===== src/rtl/lc3b_types.sv =====
// Shared LC-3b pipeline types: opcodes, register index, hazard FSM state and
// the bundle of pipeline-register controls the hazard unit drives.
package lc3b_types;

    typedef logic [2:0] lc3b_reg;

    typedef enum logic [3:0] {
        op_br   = 4'b0000,
        op_add  = 4'b0001,
        op_ldb  = 4'b0010,
        op_stb  = 4'b0011,
        op_jsr  = 4'b0100,
        op_and  = 4'b0101,
        op_ldr  = 4'b0110,
        op_str  = 4'b0111,
        op_rti  = 4'b1000,
        op_not  = 4'b1001,
        op_ldi  = 4'b1010,
        op_sti  = 4'b1011,
        op_jmp  = 4'b1100,
        op_shf  = 4'b1101,
        op_lea  = 4'b1110,
        op_trap = 4'b1111
    } lc3b_opcode;

    typedef enum logic [1:0] {
        RUN      = 2'd0,
        MEM_WAIT = 2'd1,
        IND_2ND  = 2'd2
    } lc3b_hazard_state;

    typedef struct packed {
        logic pc_load;
        logic if_id_load;
        logic id_ex_load;
        logic ex_mem_load;
        logic mem_wb_load;
        logic id_ex_bubble;
        logic if_id_flush;
        logic id_ex_flush;
        logic ex_mem_flush;
    } hazard_ctrl_t;

    localparam hazard_ctrl_t CTRL_RUN      = '{1'b1, 1'b1, 1'b1, 1'b1, 1'b1, 1'b0, 1'b0, 1'b0, 1'b0};
    localparam hazard_ctrl_t CTRL_FREEZE   = '{1'b0, 1'b0, 1'b0, 1'b0, 1'b0, 1'b0, 1'b0, 1'b0, 1'b0};
    localparam hazard_ctrl_t CTRL_BRANCH   = '{1'b1, 1'b1, 1'b1, 1'b1, 1'b1, 1'b0, 1'b1, 1'b1, 1'b1};
    localparam hazard_ctrl_t CTRL_LOAD_USE = '{1'b0, 1'b0, 1'b1, 1'b1, 1'b1, 1'b1, 1'b0, 1'b0, 1'b0};
    localparam hazard_ctrl_t CTRL_FETCH    = '{1'b0, 1'b1, 1'b1, 1'b1, 1'b1, 1'b0, 1'b1, 1'b0, 1'b0};

    // LDI/STI need a second data access using the first one's result as address.
    function automatic logic is_indirect(input lc3b_opcode op);
        return (op == op_ldi) || (op == op_sti);
    endfunction

    function automatic logic is_load(input lc3b_opcode op);
        return (op == op_ldr) || (op == op_ldb) || (op == op_ldi);
    endfunction

endpackage


===== src/rtl/hazard_control_src_decode.sv =====
// Which source register fields of the decode-stage instruction are actually
// read by the datapath (store-data register deliberately not included).
module hazard_src_decode
    import lc3b_types::*;
(
    input  lc3b_opcode opcode_i,
    input  logic       bit5_i,
    input  logic       bit11_i,
    output logic       sr1_used_o,
    output logic       sr2_used_o
);

    always_comb begin
        sr1_used_o = 1'b0;
        sr2_used_o = 1'b0;
        unique case (opcode_i)
            op_add, op_and: begin
                sr1_used_o = 1'b1;
                sr2_used_o = ~bit5_i;
            end
            op_not, op_shf,
            op_ldr, op_ldb, op_ldi,
            op_str, op_stb, op_sti,
            op_jmp: sr1_used_o = 1'b1;
            // JSRR reads the base register; JSR with PC offset reads nothing.
            op_jsr: sr1_used_o = ~bit11_i;
            default: begin
                sr1_used_o = 1'b0;
                sr2_used_o = 1'b0;
            end
        endcase
    end

endmodule


===== src/rtl/hazard_control.sv =====
// Pipeline stall/flush controller: memory waits, LDI/STI second access,
// taken-branch flushes, load-use bubbles, fetch waits and a stall counter.
module hazard_control
    import lc3b_types::*;
#(
    parameter int CNT_W = 16
) (
    input  logic             clk,
    input  logic             reset_n,
    input  lc3b_opcode       IF_ID_opcode,
    input  lc3b_reg          IF_ID_sr1,
    input  lc3b_reg          IF_ID_sr2,
    input  logic             IF_ID_bit5,
    input  logic             IF_ID_bit11,
    input  lc3b_opcode       ID_EX_opcode,
    input  lc3b_reg          ID_EX_dest,
    input  logic             ID_EX_reg_write,
    input  lc3b_opcode       EX_MEM_opcode,
    input  logic             dmem_read,
    input  logic             dmem_write,
    input  logic             dmem_resp,
    input  logic             imem_read,
    input  logic             imem_resp,
    input  logic             branch_taken,
    output logic             pc_load,
    output logic             IF_ID_load,
    output logic             ID_EX_load,
    output logic             EX_MEM_load,
    output logic             MEM_WB_load,
    output logic             ID_EX_bubble,
    output logic             IF_ID_flush,
    output logic             ID_EX_flush,
    output logic             EX_MEM_flush,
    output logic             indirect_phase,
    output logic [CNT_W-1:0] stall_count
);

    lc3b_hazard_state state_q, state_d;
    logic [CNT_W-1:0] stall_count_q, stall_count_d;
    hazard_ctrl_t     ctrl;

    logic sr1_used, sr2_used;
    logic mem_access, mem_stall, load_use, fetch_wait;

    hazard_src_decode u_src_decode (
        .opcode_i   (IF_ID_opcode),
        .bit5_i     (IF_ID_bit5),
        .bit11_i    (IF_ID_bit11),
        .sr1_used_o (sr1_used),
        .sr2_used_o (sr2_used)
    );

    assign mem_access = dmem_read | dmem_write;
    assign fetch_wait = imem_read & ~imem_resp;

    assign load_use = is_load(ID_EX_opcode) && ID_EX_reg_write &&
                      ((sr1_used && (IF_ID_sr1 == ID_EX_dest)) ||
                       (sr2_used && (IF_ID_sr2 == ID_EX_dest)));

    // A response that completes the whole access releases the freeze in that
    // same cycle, so branch/load-use/fetch rules apply to the release cycle.
    always_comb begin
        state_d   = state_q;
        mem_stall = 1'b0;
        unique case (state_q)
            RUN: begin
                if (mem_access && (!dmem_resp || is_indirect(EX_MEM_opcode))) begin
                    mem_stall = 1'b1;
                    state_d   = dmem_resp ? IND_2ND : MEM_WAIT;
                end
            end
            MEM_WAIT: begin
                if (!dmem_resp) begin
                    mem_stall = 1'b1;
                end else if (is_indirect(EX_MEM_opcode)) begin
                    mem_stall = 1'b1;
                    state_d   = IND_2ND;
                end else begin
                    state_d = RUN;
                end
            end
            IND_2ND: begin
                if (!dmem_resp) begin
                    mem_stall = 1'b1;
                end else begin
                    state_d = RUN;
                end
            end
            default: state_d = RUN;
        endcase
    end

    always_comb begin
        ctrl = CTRL_RUN;
        if (!reset_n) begin
            ctrl = CTRL_RUN;
        end else if (mem_stall) begin
            ctrl = CTRL_FREEZE;
        end else if (branch_taken) begin
            ctrl = CTRL_BRANCH;
        end else if (load_use) begin
            ctrl = CTRL_LOAD_USE;
        end else if (fetch_wait) begin
            ctrl = CTRL_FETCH;
        end
    end

    always_comb begin
        stall_count_d = stall_count_q;
        if (!ctrl.pc_load && (stall_count_q != {CNT_W{1'b1}})) begin
            stall_count_d = stall_count_q + {{(CNT_W-1){1'b0}}, 1'b1};
        end
    end

    always_ff @(posedge clk or negedge reset_n) begin
        if (!reset_n) begin
            state_q       <= RUN;
            stall_count_q <= '0;
        end else begin
            state_q       <= state_d;
            stall_count_q <= stall_count_d;
        end
    end

    assign pc_load        = ctrl.pc_load;
    assign IF_ID_load     = ctrl.if_id_load;
    assign ID_EX_load     = ctrl.id_ex_load;
    assign EX_MEM_load    = ctrl.ex_mem_load;
    assign MEM_WB_load    = ctrl.mem_wb_load;
    assign ID_EX_bubble   = ctrl.id_ex_bubble;
    assign IF_ID_flush    = ctrl.if_id_flush;
    assign ID_EX_flush    = ctrl.id_ex_flush;
    assign EX_MEM_flush   = ctrl.ex_mem_flush;
    assign indirect_phase = reset_n && (state_q == IND_2ND);
    assign stall_count    = stall_count_q;

endmodule


===== config.mk =====
export PLATFORM = sky130hd
export DESIGN_NAME = hazard_control
export DESIGN_NICKNAME = d
export VERILOG_FILES = /design/src/rtl/lc3b_types.sv /design/src/rtl/hazard_control_src_decode.sv /design/src/rtl/hazard_control.sv
export SDC_FILE = /design/constraint.sdc
export NUM_CORES = 1
export LEC_CHECK = 0
export ABC_AREA = 1
export CORE_MARGIN = 1
export CORE_UTILIZATION = 44
export DETAILED_ROUTE_END_ITERATION = 10
export GPL_ROUTABILITY_DRIVEN = 0
export PLACE_DENSITY_LB_ADDON = 0.3
export RECOVER_POWER = 50
export SYNTH_ARGS = -nofsm -noshare
export SYNTH_HDL_FRONTEND = slang
export SYNTH_HIERARCHICAL = 1
export SYNTH_SLANG_ARGS = --single-unit

===== constraint.sdc =====
create_clock -name clk -period 1.9 [get_ports clk]
set_clock_uncertainty 0.1 [all_clocks]
set_input_delay 0.19 -clock clk [delete_from_list [all_inputs] [get_ports clk]]
set_output_delay 0.19 -clock clk [all_outputs]
set_load 0.02 [all_outputs]

==> flow_summary_export.csv <==
group,metric,value,unit
cells_and_area,final_cell_mix,"nand2_1 (85), clkdlybuf4s50_1 (42), inv_1 (32)",
floorplan,start_util,47.6,%
power,clockPowerShare,15.6,%
synthesis,syn-cell-area,1500,µm²
setup_path,critPathMaxStageDelay,440,ps
floorplan,die-height,60.4,µm
cells_and_area,final_common_cell,"nand2_1",
power,sequentialPowerShare,34.0,%
setup_path,critical_path.slowest_cell,"dfrtp_1",
run_status,run_status,"finished clean",
cells_and_area,final_nets,343,
cts,clkLatencyLatePin,300,ps
setup_path,worst_setup_path_end_kind,"output port",
setup_path,crit_fanout,4,
power,power.share.switching,39.5,%
cts,clock_tree.buffer_depth,2,
floorplan,core_region_area,3150,µm²
worst_hold_path,hold_path.class,"reg -> reg",
sta,worst_slew_margin_rel,37.0,%
synthesis,ys.warnings.count,6,
detailed_routing,drt_first_pass_iters,4,
sta,finalWorstPathRequiredPeriod,1850,ps
cts,cts.clk_slew.worst_paths,100,ps
place,hpwl_dp,3040,µm
sta,finalCritPeriodShare,97.1,%
power,leakage,0.00120,µW
setup_path,worstPathRequired,1610,ps
cts,tritoncts,"done",
synthesis,synth_seq_area_share,30.0,%
detailed_routing,route.detailed.vias_per_inst,4.87,
job,max-cap-violations,0,
synthesis,netlist-cell-type-count,25,
floorplan,top_level_ports,58,
detailed_routing,drt-wirelength-per-cell,11.5,µm
power,p_switching,598,µW
cells_and_area,final_layout_size_suffix_gt1_share,17.2,%
power,cellPowerDensity,672,nW/µm²
sta,fin_worst_hold_slack,450,ps
synthesis,synth_seq_cells,18,
synthesis,synth_instances,237,
sta,final_setup_vio_count,0,
global_routing,overflow,0,
global_routing,number_of_antenna_violations_at_the_first_check_in_global_routing,0,
sta,tightestPinTransition,945,ps
global_routing,via_count_of_the_first_global_routing_pass,1522,
synthesis,avgSynthCellArea,6.33,µm²
setup_path,timing_worst_setup_path_type,"reg -> out",
global_routing,track_usage,23.5,%
cts,root_cell_of_the_clock_tree,"clkbuf_4",
cells_and_area,fill_cells,280,
setup_path,crit_path_start_kind,"register",
cts,cts-buffers-inserted,3,
sta,timing_hold_violations_final,0,
detailed_routing,postRouteAntennaNets,0,
cts,cts_max_level,1,
sta,report.final.slew_viol_count,0,
power,worst_ir_drop_vdd,0.631,mV
global_routing,grt_pass1_wl,6430,µm
detailed_routing,vias,1720,
sta,tns,0,ps
cells_and_area,areaGrowthSynthToFinish,50.5,%
place,io_buffers,56,
floorplan,rows,20,
floorplan,die_area,3650,µm²
floorplan,die_w,60.4,µm
global_routing,grt_max_degree,19,
detailed_routing,routed_wirelength,4050,µm
power,power.share.combinational,50.4,%
sta,fmaxAchievable,542,MHz
cts,clock-sinks,18,
detailed_routing,detail_route.drc_violations,0,
synthesis,syn_nets,270,
cells_and_area,antenna-diode-count,0,
setup_path,arrival,1560,ps
power,cell_internal_pwr,918,µW
setup_path,timing.critical_path.cells,"nand2_1 > inv_1 > a21oi_2 > nand3_2 > buf_6 > nand2_1 > inv_1 > buf_6",
detailed_routing,detailedRoute.firstIterationViolations,64,
-- power by group through the flow --
stage                     Clock (µW)  Sequential [µW]  Combinational [µW]
after global placement             0              521                 698
final                            236              516                 764
after floorplan                    0              574                 319
after detailed placement           0              522                 710
after global routing             258              522                 829
after CTS                        245              516                 701
-- worst paths after layout --
check | from | end | slack (ps) | depth (start not counted)
max | state_q[0] | IF_ID_load | 50 | 8
min | stall_count[9] | stall_count[9] | 450 | 2
max reg2reg | state_q[0] | stall_count[2] | 70 | 11
min reg2reg | stall_count[9] | stall_count[9] | 450 | 2
max in group asynchronous | reset_n | stall_count[11] | 450 | 3
min in group asynchronous | reset_n | stall_count[3] | 670 | 3
-- per-stage QoR --
stage / instances / area, µm² / total power [µW] / setup slack (ps) / utilization (%)
2_1_floorplan: 237 / 1500 / 893 / 48.2 / -
3_3_place_gp: 346 / 2180 / 1220 / -490 / 69.3
3_5_place_dp: 346 / 2180 / 1230 / -537 / 69.3
4_1_cts: 350 / 2210 / 1460 / 4.16 / 70.2
5_1_grt: 353 / 2260 / 1610 / -65.3 / 71.6
6_report: 353 / 2260 / 1520 / 54.7 / 71.6
-- flip-flops by register name (all words and copies together), names as in the netlist --
register and count:
stall_count 16, state_q 2
-- worst max-delay path, delay by kind of cell (launching register included) --
| kind | cells | cell delay, ps |
|---|---|---|
| simple gates | 3 | 280 |
| buf+inv | 4 | 360 |
| compound gates | 1 | 190 |
| flops | 1 | 440 |
-- layer usage --
layer  global-route usage (%)  share of wire, %
met1                     28.4                45
met2                     42.4                49
met3                     5.12               4.8
met4                     5.65              0.96
met5                        0                 0
-- cell type report --
cell class	count	area, µm²	share of cell area [%]
Multi-Input combinational cell	175	910	40.3
Sequential cell	18	450	20.0
Timing Repair Buffer	74	663	29.4
Clock buffer	4	36.3	1.61
Inverter	38	143	6.32
Tap cell	44	55.1	2.44
-- synthesized netlist by cell type --
master	instances	area (µm²)
nand2_4	3	33.8
xor2_1	9	78.8
nand2_2	2	12.5
nand3_2	3	30.0
nand4_1	3	18.8
xnor2_1	1	8.76
nand2_1	87	327
buf_6	1	11.3
buf_4	3	22.5
nor2_1	19	71.3
inv_2	2	7.51
a211oi_1	1	7.51
nor3_4	2	32.5
nor2_4	1	11.3
o22ai_1	1	6.26
buf_2	2	10.0
clkinv_1	1	3.75
inv_1	35	131
ha_1	1	12.5
a21oi_1	5	25.0
o21ai_0	2	10.0
dfrtp_1	18	450
nand3_1	26	130
nor3_1	8	40.0
nand3b_1	1	7.51
-- logic make-up after synthesis --
logic type / count (synthesis) / synth area share [%]
compound gates: 9 / 3.25
xor+xnor: 10 / 5.84
fa+ha+maj: 1 / 0.834
buf+inv: 44 / 12.4
flops: 18 / 30.0
simple gates: 155 / 47.6
-- repair_timing --
| item | in CTS | in global routing |
|---|---|---|
| endpoints found under the hold margin | 0 | 0 |
| setup buffers | 0 | 3 |
| hold buffers | 0 | 0 |
| pin swaps | 2 | 8 |
| endpoints found under the setup margin | 25 | 24 |
| gates resized for setup | 35 | 22 |
Power figures use the tool's default switching activity.
